--- config.mk ---
export PLATFORM = sky130hd
export DESIGN_NAME = mario_motion_ctrl_flat
export DESIGN_NICKNAME = d
export VERILOG_FILES = /design/src/rtl/mario_motion_ctrl_pkg.sv /design/src/rtl/mario_motion_ctrl_if.sv /design/src/rtl/mario_axis_step.sv /design/src/rtl/mario_motion_ctrl.sv /design/src/flat_wrapper.sv
export SDC_FILE = /design/constraint.sdc
export NUM_CORES = 1
export LEC_CHECK = 0
export CORE_MARGIN = 8
export CORE_UTILIZATION = 30
export CTS_BUF_LIST = sky130_fd_sc_hd__clkbuf_8
export CTS_CLUSTER_DIAMETER = 120
export DETAILED_ROUTE_END_ITERATION = 6
export MAX_ROUTING_LAYER = met4
export PLACE_DENSITY = 0.44
export SYNTH_ARGS = -nofsm -noshare
export SYNTH_HDL_FRONTEND = slang
export SYNTH_SLANG_ARGS = --single-unit
--- constraint.sdc ---
create_clock -name clk -period 9.3 [get_ports clk]
set_clock_uncertainty 0.2 [all_clocks]
set_input_delay 2.79 -clock clk [delete_from_list [all_inputs] [get_ports clk]]
set_output_delay 2.79 -clock clk [all_outputs]
set_load 0.03 [all_outputs]
--- src/rtl/mario_motion_ctrl_pkg.sv ---
// Shared types and tuning constants for Mario motion control.
// State codes match the sprite renderer and debug overlay.
package mario_motion_ctrl_pkg;

  typedef enum logic [2:0] {
    MARIO_INITIAL  = 3'b000,
    MARIO_FLYING   = 3'b001,
    MARIO_JUMPING  = 3'b010,
    MARIO_WALKING  = 3'b011,
    MARIO_STANDING = 3'b100,
    MARIO_DYING    = 3'b101,
    MARIO_CLAMPING = 3'b110
  } mario_state_t;

  localparam int TOP_BOARD    = 50;
  localparam int BOTTOM_BOARD = 430;
  localparam int LEFT_BOARD   = 50;
  localparam int RIGHT_BOARD  = 590;

  localparam logic [9:0] X_INIT = 10'd60;
  localparam logic [8:0] Y_INIT = 9'd390;

  localparam logic signed [4:0] WALK_STEP  = 5'sd2;
  localparam logic signed [4:0] CLIMB_STEP = 5'sd1;
  localparam logic signed [4:0] JUMP_V0    = 5'sd6;
  localparam logic signed [4:0] GRAVITY    = 5'sd1;
  localparam logic signed [4:0] MAX_FALL   = 5'sd8;

  localparam logic [9:0] FALL_KILL    = 10'd48;
  localparam int         DYING_FRAMES = 60;
  localparam logic [5:0] DIE_LAST     = 6'(DYING_FRAMES - 1);

endpackage

--- src/rtl/mario_motion_ctrl_if.sv ---
// Player/collision inputs and sprite outputs of the motion block.
// master drives the inputs, slave is the motion controller.
interface mario_motion_ctrl_if;
  import mario_motion_ctrl_pkg::*;

  logic         frame_tick;
  logic         btn_left;
  logic         btn_right;
  logic         btn_up;
  logic         btn_down;
  logic         btn_jump;
  logic         on_floor;
  logic         on_ladder;
  logic         hit;
  logic [9:0]   posX;
  logic [8:0]   posY;
  mario_state_t state;
  logic         dir;
  logic         died;

  modport master (
    output frame_tick, btn_left, btn_right,
    output btn_up, btn_down, btn_jump,
    output on_floor, on_ladder, hit,
    input  posX, posY, state, dir, died
  );

  modport slave (
    input  frame_tick, btn_left, btn_right,
    input  btn_up, btn_down, btn_jump,
    input  on_floor, on_ladder, hit,
    output posX, posY, state, dir, died
  );

endinterface

--- src/rtl/mario_axis_step.sv ---
// One-axis position step: signed add in 11 bits, then clamp
// to the board edges so the sprite never wraps.
module mario_axis_step #(
  parameter int W  = 10,
  parameter int LO = 0,
  parameter int HI = 1023
) (
  input  logic [W-1:0]      pos,
  input  logic signed [4:0] delta,
  output logic [W-1:0]      next
);

  logic signed [10:0] sum;

  always_comb begin
    sum = $signed(11'(pos)) + 11'(delta);
    if (sum < 11'(LO))
      next = W'(LO);
    else if (sum > 11'(HI))
      next = W'(HI);
    else
      next = W'(sum);
  end

endmodule

--- src/rtl/mario_motion_ctrl.sv ---
// Per-frame Mario state machine and position integrator.
// All motion advances only in frame_tick cycles.
module mario_motion_ctrl
  import mario_motion_ctrl_pkg::*;
(
  input logic clk,
  input logic rst,
  mario_motion_ctrl_if.slave bus
);

  mario_state_t      st;
  logic [9:0]        pos_x;
  logic [8:0]        pos_y;
  logic              dir_q;
  logic              died_q;
  logic signed [4:0] vy;
  logic signed [4:0] vy_inc;
  logic [9:0]        fall;
  logic [5:0]        die_cnt;
  logic signed [4:0] dx;
  logic signed [4:0] dy;
  logic [9:0]        nx;
  logic [8:0]        ny;
  logic              walk_one;
  logic              air_move;
  logic              launch;
  logic              grab;
  logic              land;

  assign walk_one = bus.btn_left ^ bus.btn_right;
  assign air_move = dir_q ? bus.btn_right : bus.btn_left;
  assign launch   = bus.btn_jump & bus.on_floor;
  assign grab     = bus.btn_up & bus.on_ladder;
  assign land     = bus.on_floor | (pos_y == 9'(BOTTOM_BOARD));
  assign vy_inc   = vy + GRAVITY;

  always_comb begin
    dx = '0;
    dy = '0;
    unique case (st)
      MARIO_STANDING, MARIO_WALKING: begin
        if (walk_one)
          dx = bus.btn_right ? WALK_STEP : -WALK_STEP;
      end
      MARIO_JUMPING, MARIO_FLYING: begin
        dy = vy;
        if (air_move)
          dx = dir_q ? WALK_STEP : -WALK_STEP;
      end
      MARIO_CLAMPING: begin
        unique case (1'b1)
          bus.btn_up & ~bus.btn_down: dy = -CLIMB_STEP;
          bus.btn_down & ~bus.btn_up: dy = CLIMB_STEP;
          default: ;
        endcase
      end
      default: ;
    endcase
  end

  mario_axis_step #(
    .W(10), .LO(LEFT_BOARD), .HI(RIGHT_BOARD)
  ) u_step_x (
    .pos(pos_x), .delta(dx), .next(nx)
  );

  mario_axis_step #(
    .W(9), .LO(TOP_BOARD), .HI(BOTTOM_BOARD)
  ) u_step_y (
    .pos(pos_y), .delta(dy), .next(ny)
  );

  always_ff @(posedge clk) begin
    died_q <= 1'b0;
    if (rst) begin
      st      <= MARIO_INITIAL;
      pos_x   <= X_INIT;
      pos_y   <= Y_INIT;
      dir_q   <= 1'b1;
      vy      <= '0;
      fall    <= '0;
      die_cnt <= '0;
    end else if (bus.frame_tick) begin
      if (bus.hit && st != MARIO_DYING
          && st != MARIO_INITIAL) begin
        st      <= MARIO_DYING;
        died_q  <= 1'b1;
        vy      <= '0;
        fall    <= '0;
        die_cnt <= '0;
      end else begin
        unique case (st)
          MARIO_INITIAL: begin
            st <= bus.on_floor ? MARIO_STANDING : MARIO_FLYING;
            vy <= '0;
          end
          MARIO_STANDING, MARIO_WALKING: begin
            if (launch) begin
              st <= MARIO_JUMPING;
              vy <= -JUMP_V0;
            end else if (grab) begin
              st <= MARIO_CLAMPING;
            end else if (!bus.on_floor) begin
              st <= MARIO_FLYING;
              vy <= '0;
            end else if (walk_one) begin
              st    <= MARIO_WALKING;
              dir_q <= bus.btn_right;
              pos_x <= nx;
            end else begin
              st <= MARIO_STANDING;
            end
          end
          MARIO_JUMPING: begin
            pos_x <= nx;
            pos_y <= ny;
            // Bumping the ceiling kills upward speed at once.
            vy <= (ny == 9'(TOP_BOARD)) ? '0 : vy_inc;
            if (ny == 9'(TOP_BOARD) || !vy_inc[4])
              st <= MARIO_FLYING;
          end
          MARIO_FLYING: begin
            if (land) begin
              vy   <= '0;
              fall <= '0;
              if (fall >= FALL_KILL) begin
                st      <= MARIO_DYING;
                died_q  <= 1'b1;
                die_cnt <= '0;
              end else begin
                st <= MARIO_STANDING;
              end
            end else begin
              pos_x <= nx;
              pos_y <= ny;
              vy    <= (vy_inc > MAX_FALL) ? MAX_FALL : vy_inc;
              fall  <= fall + 10'(ny) - 10'(pos_y);
            end
          end
          MARIO_CLAMPING: begin
            if (!bus.on_ladder)
              st <= MARIO_STANDING;
            else
              pos_y <= ny;
          end
          MARIO_DYING: begin
            if (die_cnt == DIE_LAST) begin
              st      <= MARIO_INITIAL;
              pos_x   <= X_INIT;
              pos_y   <= Y_INIT;
              die_cnt <= '0;
            end else begin
              die_cnt <= die_cnt + 6'd1;
            end
          end
          default: st <= MARIO_INITIAL;
        endcase
      end
    end
  end

  assign bus.posX  = pos_x;
  assign bus.posY  = pos_y;
  assign bus.state = st;
  assign bus.dir   = dir_q;
  assign bus.died  = died_q;

endmodule

--- src/flat_wrapper.sv ---
// flat-port wrapper written by rule: the top's interface ports become plain ports
module mario_motion_ctrl_flat import mario_motion_ctrl_pkg::*;
  (clk, rst, bus_frame_tick, bus_btn_left, bus_btn_right, bus_btn_up, bus_btn_down, bus_btn_jump, bus_on_floor, bus_on_ladder, bus_hit, bus_posX, bus_posY, bus_state, bus_dir, bus_died);
  mario_motion_ctrl_if bus_i ();
  input logic clk;
  input logic rst;
  input wire logic [$bits(bus_i.frame_tick)-1:0] bus_frame_tick;
  input wire logic [$bits(bus_i.btn_left)-1:0] bus_btn_left;
  input wire logic [$bits(bus_i.btn_right)-1:0] bus_btn_right;
  input wire logic [$bits(bus_i.btn_up)-1:0] bus_btn_up;
  input wire logic [$bits(bus_i.btn_down)-1:0] bus_btn_down;
  input wire logic [$bits(bus_i.btn_jump)-1:0] bus_btn_jump;
  input wire logic [$bits(bus_i.on_floor)-1:0] bus_on_floor;
  input wire logic [$bits(bus_i.on_ladder)-1:0] bus_on_ladder;
  input wire logic [$bits(bus_i.hit)-1:0] bus_hit;
  output wire logic [$bits(bus_i.posX)-1:0] bus_posX;
  output wire logic [$bits(bus_i.posY)-1:0] bus_posY;
  output wire logic [$bits(bus_i.state)-1:0] bus_state;
  output wire logic [$bits(bus_i.dir)-1:0] bus_dir;
  output wire logic [$bits(bus_i.died)-1:0] bus_died;
  assign bus_i.frame_tick = bus_frame_tick;
  assign bus_i.btn_left = bus_btn_left;
  assign bus_i.btn_right = bus_btn_right;
  assign bus_i.btn_up = bus_btn_up;
  assign bus_i.btn_down = bus_btn_down;
  assign bus_i.btn_jump = bus_btn_jump;
  assign bus_i.on_floor = bus_on_floor;
  assign bus_i.on_ladder = bus_on_ladder;
  assign bus_i.hit = bus_hit;
  assign bus_posX = bus_i.posX;
  assign bus_posY = bus_i.posY;
  assign bus_state = bus_i.state;
  assign bus_dir = bus_i.dir;
  assign bus_died = bus_i.died;
  mario_motion_ctrl u_core (.clk(clk), .rst(rst), .bus(bus_i));
endmodule
# After elaboration in Yosys (flattened, before gate mapping)
# Cells that the tools add are included.
dict set report word_totals {
  out_inout_bits 24
  register_bits 45
}
dict set report op_classes {
  n_reduce_logical 21
  n_mux 55
  addsub 6
  n_eq_ne 24
  n_lt_le_gt_ge 6
  bitwise 12
}
# op count
set op_table {}
lappend op_table {{two-way mux 10 bit} 11}
lappend op_table {{two-way mux 5 bit} 11}
lappend op_table {{two-way mux 9 bit} 5}
lappend op_table {{one-hot mux 10 bit (4 select lines)} 1}
lappend op_table {{one-hot mux 9 bit (4 select lines)} 1}
lappend op_table {{two-way mux 3 bit} 10}
lappend op_table {{one-hot mux 5 bit (2 select lines)} 3}
lappend op_table {{two-way mux 6 bit} 4}
lappend op_table {{< comparator 11 x 7 -> 1 bit (second input constant)} 2}
lappend op_table {{one-hot mux 5 bit (4 select lines)} 1}
lappend op_table {{one-hot mux 3 bit (6 select lines)} 1}
lappend op_table {{inequality test 3 x 1 -> 1 bit (second input constant)} 4}
lappend op_table {{one-hot mux 6 bit (2 select lines)} 1}
lappend op_table {{adder 10 x 5 -> 11 bit} 1}
lappend op_table {{adder 11 x 5 -> 11 bit} 1}
lappend op_table {{> comparator 11 x 10 -> 1 bit (second input constant)} 1}
lappend op_table {{> comparator 11 bit (second input constant)} 1}
lappend op_table {{adder 10 x 9 -> 10 bit} 1}
lappend op_table {{>= comparator 10 x 6 -> 1 bit (second input constant)} 1}
lappend op_table {{inequality test 2 bit (second input constant)} 5}
lappend op_table {{subtractor 10 x 9 -> 10 bit} 1}
lappend op_table {{equality test 3 bit (second input constant)} 3}
lappend op_table {{equality test 9 x 6 -> 1 bit (second input constant)} 1}
lappend op_table {{equality test 9 bit (second input constant)} 1}
lappend op_table {{31 further kinds} 52}

# Depth between registers and ports, before layout
# Gate-level depths: netlist of run 1.
dict set report logic_depth {
  ltp_word 13
  mapped_depth 27
}

# By module
# A second synthesis of run 1 with hierarchy kept.
dict set report unflattened {
  cells_unflattened 598
  hier_area_um2 4615.7
}
# mod area_per_inst_um2 instances seq_area_each_um2 cells_per_inst
set modules_own_cells {}
lappend modules_own_cells {mario_motion_ctrl 3308.2 1 900.9 425}
lappend modules_own_cells {{mario_axis_step (u_core.u_step_x)} 709.4 1 0.0 98}
lappend modules_own_cells {{mario_axis_step (u_core.u_step_y)} 598.1 1 0.0 75}

# Least setup slack after synthesis of run 1
# OpenSTA, ideal clock, no wires.
dict set report synth_path {
  kind {input-to-reg}
  from {input port bus_btn_down}
  to {register u_core.fall[8]}
  path_buffers 1
  required_time_ns 8.959
  arrival_time_ns 7.802
  cell_stages 26
  setup_slack_ns 1.157
  cell_sequence {inv_1 ha_1 nor2_1 a21oi_1 o21ai_0 ha_1 fa_1 a21o_1 a2111oi_0 mux2i_1 xnor2_2 nor3_1 and2_1 or3_1 buf_6 nand3_1 fa_1 fa_1 a21o_1 a21oi_1 o21bai_1 a21oi_1 nor2b_1 o21a_1 o211ai_1 o311ai_0}
}
dict set report synth_via {
  elab_chain_len 13
}
# element line
set synth_rtl {}
lappend synth_rtl {{start: declaration} flat_wrapper.sv:11} ;# input wire logic [$bits(bus_i.btn_down)-1:0] bus_btn_down;
lappend synth_rtl {{inverter 1 bit} mario_motion_ctrl.sv:52} ;# bus.btn_up & ~bus.btn_down: dy = -CLIMB_STEP;
lappend synth_rtl {{bitwise AND 1 bit} mario_motion_ctrl.sv:52}
lappend synth_rtl {{one-hot mux 5 bit (2 select lines) (*)} mario_motion_ctrl.sv:51} ;# unique case (1'b1)
lappend synth_rtl {{one-hot mux 5 bit (2 select lines) (*)} mario_motion_ctrl.sv:40} ;# unique case (st)
lappend synth_rtl {{adder 10 x 5 -> 11 bit (*)} mario_axis_step.sv:16} ;# sum = $signed(11'(pos)) + 11'(delta);
lappend synth_rtl {{> comparator 11 x 10 -> 1 bit} mario_axis_step.sv:19} ;# else if (sum > 11'(HI))
lappend synth_rtl {{two-way mux 9 bit} mario_axis_step.sv:19}
lappend synth_rtl {{two-way mux 9 bit (*)} mario_axis_step.sv:17} ;# if (sum < 11'(LO))
lappend synth_rtl {{adder 10 x 9 -> 10 bit (*)} mario_motion_ctrl.sv:137} ;# fall <= fall + 10'(ny) - 10'(pos_y);
lappend synth_rtl {{subtractor 10 x 9 -> 10 bit (*)} mario_motion_ctrl.sv:137}
lappend synth_rtl {{two-way mux 10 bit (*)} mario_motion_ctrl.sv:123} ;# if (land) begin
lappend synth_rtl {{two-way mux 10 bit (*)} mario_motion_ctrl.sv:92} ;# unique case (st)
lappend synth_rtl {{two-way mux 10 bit (*)} mario_motion_ctrl.sv:84} ;# if (bus.hit && st != MARIO_DYING
lappend synth_rtl {{end signal: assignment} mario_motion_ctrl.sv:137}
lappend synth_rtl {{end: declaration} mario_motion_ctrl.sv:18} ;# logic [9:0] fall;
# Mark *: on every way between the ends. The rest lies on a longest branch, timed or not. The select of a mux whose other input is x is not followed.
# A chain may end at the register's enable or synchronous reset.

# Final worst setup path of run 1
# Ends and elaborated chain as after synthesis.

==> results of run 1 <==
==> worst max-delay path: stages <==
cell and delay, ps:
clkdlybuf4s50_1 450, inv_1 40, ha_1 260, nor2_1 30, a21oi_1 110, o21ai_0 100
ha_1 260, fa_1 460, a21o_1 200, a2111oi_0 390, mux2i_1 180, xnor2_2 230
o31a_1 380, a21oi_1 340, nand3_1 160, fa_1 500, fa_1 470, a21o_1 190
a21oi_1 210, o21bai_1 80, a21oi_1 230, nor2b_1 80, o21a_1 190, o211ai_1 150
o311ai_0 130
==> per-layer routing <==
metal	routed length [um]	global-route usage (%)	up-vias
met4	194	3.92	0
met5	0	-	-
met3	582	2.22	15
met1	6600	19.3	2177
li1	-	-	2207
met2	6180	23.7	122
==> stage by stage <==
stage               setup WS, ps  std cells  util (%)
global route                62.4        792      34.9
detailed placement           274        784      34.0
CTS                          623        792      34.9
floorplan                   1160        583         -
finish                       670        792      34.9
global placement             358        784      34.0
==> Yosys cell counts, types with 11 or more instances <==
library cell and instances:
nor2_1 59, nand2_1 54, dfxtp_1 44, o21ai_0 40, inv_1 36, a21oi_1 29, ha_1 27, nor3_1 22
xnor2_1 18, clkbuf_1 17, nand3_1 15, o211ai_1 13, a22oi_1 12, a211oi_1 11, fa_1 11
==> worst max-delay path by stage <==
stage	from	to	slack (ps)	depth (start not counted)
floorplan	bus_btn_down	u_core.fall[8]	1160	26
global placement	bus_btn_down	u_core.fall[9]	360	25
detailed placement	bus_btn_down	u_core.fall[9]	270	25
CTS	bus_btn_down	u_core.fall[9]	620	25
global route	bus_btn_down	u_core.fall[8]	60	24
finish	bus_btn_down	u_core.fall[8]	670	25
==> cells by family (layout without fill, tap and decap cells) <==
family	Yosys count	count (layout)	share of synthesized area (%)
and+or+nand+nor	209	209	22.6
DFF	44	44	19.9
AOI/OAI and AO/OA	191	191	30.4
buffers and inverters	62	87	5.97
xor gates and xnor gates	27	27	5.83
other	1	1	0.0848
adders and majority gates	38	38	12.6
muxes	11	11	2.60
==> layout make-up <==
type / count / area share, %
multi-input cells: 477 / 64.9
flip-flops and latches: 44 / 17.4
repair buffers: 42 / 7.88
well taps: 184 / 4.56
inverters: 37 / 2.75
clock buffers: 7 / 1.91
clock inverters: 1 / 0.595
==> flip-flops by register name, indices dropped and copies added (netlist names) <==
signal and count:
u_core.bus.posY 9, u_core.bus.dir 1, u_core.bus.posX 9, u_core.bus.died 1, u_core.vy 5, u_core.fall 10
u_core.bus.state 3, u_core.die_cnt 6
==> power breakdown <==
| group | internal [mW] | leakage [nW] | switching, mW |
|---|---|---|---|
| sequential | 0.193 | 0.356 | 0.00947 |
| combinational | 0.0561 | 1.51 | 0.0906 |
| clock | 0.0950 | 0.0645 | 0.0764 |
| total | 0.344 | 1.93 | 0.176 |
==> results.toml, run 1 <==
[synthesis]
synth_top_area_share_pct = 19.9
seq_area_frac_synth_pct = 19.9
synth_cell_type_count = 71
yosys.area.top_type = "dfxtp_1"
synthCells = 583
synth_warnings = 0
syn_nets = 632
synth_area_sq_um = 4420
synthArstFlopShare_pct = 0
synthFlopType = "dfxtp_1"
synth-edff-count = 0
ys_seq_elements = 44
avgSynthCellArea_sq_um = 7.58
synth_area_leaders = "dfxtp_1 20%, ha_1 7.6%, nor2_1 5.0%"

[setup_path]
cp-end-kind = "flop"
crit_path_max_fanout = 7
rr_startpoint = "u_core.bus.state[0]"
rrSetupSlack_ps = 2660
path_class = "in -> reg"
crit_path_start_kind = "input pin"
r2r_end = "u_core.fall[8]"
arrival_ps = 8620
critPathRequiredTime_ps = 9290
r2r_cells = 21

[floorplanning]
die_x_um = 137
start_util_pct = 30.5
std_cell_rows = 44
io_pins = 35
dieArea_sq_um = 18900
die_y_um = 137
coreArea_sq_um = 14500

[cells_and_area]
drive_above_1_share_pct = 6.09
multi_input_area_sq_um = 3280
final_area_sq_um = 5050
nFillCells = 1547
antennaDiodeCount = 0
mostFrequentLayoutCells = "59 x nor2_1, 54 x nand2_1, 44 x dfxtp_1, 40 x o21ai_0, 36 x inv_1"
seq_area_sq_um = 881
synthToLayoutAreaGrowth_pct = 14.2
final_common_cell = "nor2_1"
final_net_count = 656

[global_routing]
grt_max_degree = 28
grt_pass1_wl_um = 21900
antenna_found_initial = 0
overflow = 0
grt_pass1_vias = 4181
grt_usage_pct = 14.9

[sta]
holdWs_ps = 310
grt_setup_unrepaired = "no"
setup_tns_ps = 0
min_period_ps = 8630
final-hold-violation-count = 0
max_freq_mhz = 116
period_share_pct = 92.8
maxSlewViolCount = 0
worst_slew_margin_rel_pct = 35.4
max_slew.worst_pin.slew_ps = 959
setup_violations = 0

[clocking]
clock_latency_ps = 320
ctsHoldBuffers = 0
post_cts_resized = 0
cts.path.max_buffers = 2
clkTransAtPathRegs_ps = 90
cts_tree = "yes"
postCtsSetupBuffers = 0
cts_sinks = 44
htree_levels = 2
root_buffer = "clkbuf_8"
cts_made_buffers = 5

[min_path]
hold_start = "u_core.die_cnt[1]"
hold_depth = 2
holdPathEnd = "u_core.die_cnt[1]"
hold_class = "reg -> reg"

[routing]
drt_iter0_markers = 326
wire_per_inst_um = 17.1
drtPass1Iterations = 6
via_per_inst = 5.71
routed_wl_um = 13600
routed-via-count = 4521
drc = 0
detail-route-antenna-nets = 0

[power]
power-per-cell-area_nw_per_um2 = 103
power.total_mw = 0.521
ir_drop_v = 0.0000520
p_leak_nw = 1.93

[placed_design]
dpl_cell_area_sq_um = 4920
gp_congestion = 0.890
hpwl_um = 10500
io_buffers = 33

[status]
status = "complete, no violations"

[flow_run]
maxCapViolCount = 0
No activity file was read; power rests on OpenSTA's default activity.
==> run 2, diff against run 1 <==
--- a/config.mk
+++ b/config.mk
@@ -12,6 +12,7 @@
 export DETAILED_ROUTE_END_ITERATION = 6
 export MAX_ROUTING_LAYER = met4
 export PLACE_DENSITY = 0.44
+export REMOVE_ABC_BUFFERS = 1
 export SYNTH_ARGS = -nofsm -noshare
 export SYNTH_HDL_FRONTEND = slang
 export SYNTH_SLANG_ARGS = --single-unit
==> results.toml, run 2 (same netlist as run 1, synthesis figures left out) <==
[routing]
via_per_inst = 5.57
drtPass1Iterations = 5
wire_per_inst_um = 16.9
detail-route-antenna-nets = 0
drt_iter0_markers = 247
routed_wl_um = 13400
routed-via-count = 4419
drc = 0

[clocking]
cts_sinks = 44
htree_levels = 2
ctsHoldBuffers = 0
clkTransAtPathRegs_ps = 100
root_buffer = "clkbuf_8"
post_cts_resized = 0
cts_tree = "yes"
clock_latency_ps = 340
cts.path.max_buffers = 2
postCtsSetupBuffers = 0
cts_made_buffers = 5

[power]
power-per-cell-area_nw_per_um2 = 101
power.total_mw = 0.511
ir_drop_v = 0.0000477
p_leak_nw = 1.92

[flow_run]
maxCapViolCount = 0

[min_path]
hold_class = "reg -> reg"

[global_routing]
grt_max_degree = 28
grt_usage_pct = 15.1
grt_pass1_wl_um = 22100
overflow = 0
antenna_found_initial = 0
grt_pass1_vias = 4157

[setup_path]
cp_slowest_cell = "fa_1"
critPathRequiredTime_ps = 9330
cp_common_cell = "a21oi_1"
crit_path_max_fanout = 7
cp-end-kind = "flop"
path_class = "in -> reg"
critical_path_buf_inv_count = 2
crit_family = "compound AO/OA/AOI/OAI gates"
arrival_ps = 8840
crit_path_start_kind = "input pin"
max_stage_delay_ps = 510

[cells_and_area]
top_register = "u_core.fall"
final_cells = 793
mostFrequentLayoutCells = "59 x nor2_1, 54 x nand2_1, 44 x dfxtp_1, 40 x o21ai_0, 36 x inv_1"
final_net_count = 657
antennaDiodeCount = 0
largest_register_ffs = 10
fin_util_pct = 34.9
nFillCells = 1537
drive_above_1_share_pct = 6.24
final_common_cell = "nor2_1"
final_area_sq_um = 5050
synthToLayoutAreaGrowth_pct = 14.1

[placed_design]
dpl_cell_area_sq_um = 4930
gp_congestion = 0.858
io_buffers = 33
hpwl_um = 10500
dp.cells = 785

[sta]
final-hold-violation-count = 0
grt_setup_unrepaired = "no"
setup_violations = 0
setup_tns_ps = 0
max_slew.worst_pin.slew_ps = 1040
maxSlewViolCount = 0
min_period_ps = 8810
period_share_pct = 94.8
worst_slew_margin_rel_pct = 30.1
max_freq_mhz = 113

[floorplanning]
io_pins = 35
coreArea_sq_um = 14500
die_x_um = 137
start_util_pct = 30.5
dieArea_sq_um = 18900
std_cell_rows = 44
die_y_um = 137

[status]
status = "complete, no violations"
run 2: per-layer routing:
metal	track usage, %	part of all wire (%)	up-vias
met5	-	0	-
met4	3.38	1.1	0
met3	2.41	3.4	9
met2	23.6	46	91
met1	20.0	49	2105
li1	-	-	2214
run 2: worst min-delay path, stage by stage, from the launching register on:
cell and delay, ps:
dfxtp_1 340, o21ai_0 70, a21oi_1 60
run 2: cell type report:
type | count | area (sq um) | share of cell area (%)
multi-input cells | 477 | 3280 | 64.9
flip-flops and latches | 44 | 881 | 17.5
repair buffers | 43 | 405 | 8.03
well taps | 184 | 230 | 4.56
inverters | 37 | 139 | 2.75
clock buffers | 5 | 68.8 | 1.36
clock inverters | 3 | 46.3 | 0.917
run 2: path summary, 6_finish.rpt:
kind	start	endpoint	slack, ps	depth (start not counted)
worst min register to register	u_core.die_cnt[1]	u_core.die_cnt[1]	310	2
worst max register to register	u_core.bus.state[0]	u_core.fall[9]	2550	21
worst max-delay path	bus_btn_down	u_core.fall[9]	490	25
worst min-delay path	u_core.die_cnt[1]	u_core.die_cnt[1]	310	2
run 2: per-stage QoR:
| step | setup slack (ps) | hold slack, ps |
|---|---|---|
| global placement | 334 | 278 |
| detailed placement | 215 | 289 |
| finish | 486 | 307 |
| global route | 90.2 | 328 |
| CTS | 554 | 307 |
| floorplan | 1050 | 252 |
run 2: where the power goes:
group / internal, mW / switching, mW / total (mW)
sequential: 0.193 / 0.00878 / 0.202
combinational: 0.0565 / 0.0906 / 0.147
clock: 0.0811 / 0.0814 / 0.162
total: 0.331 / 0.181 / 0.511
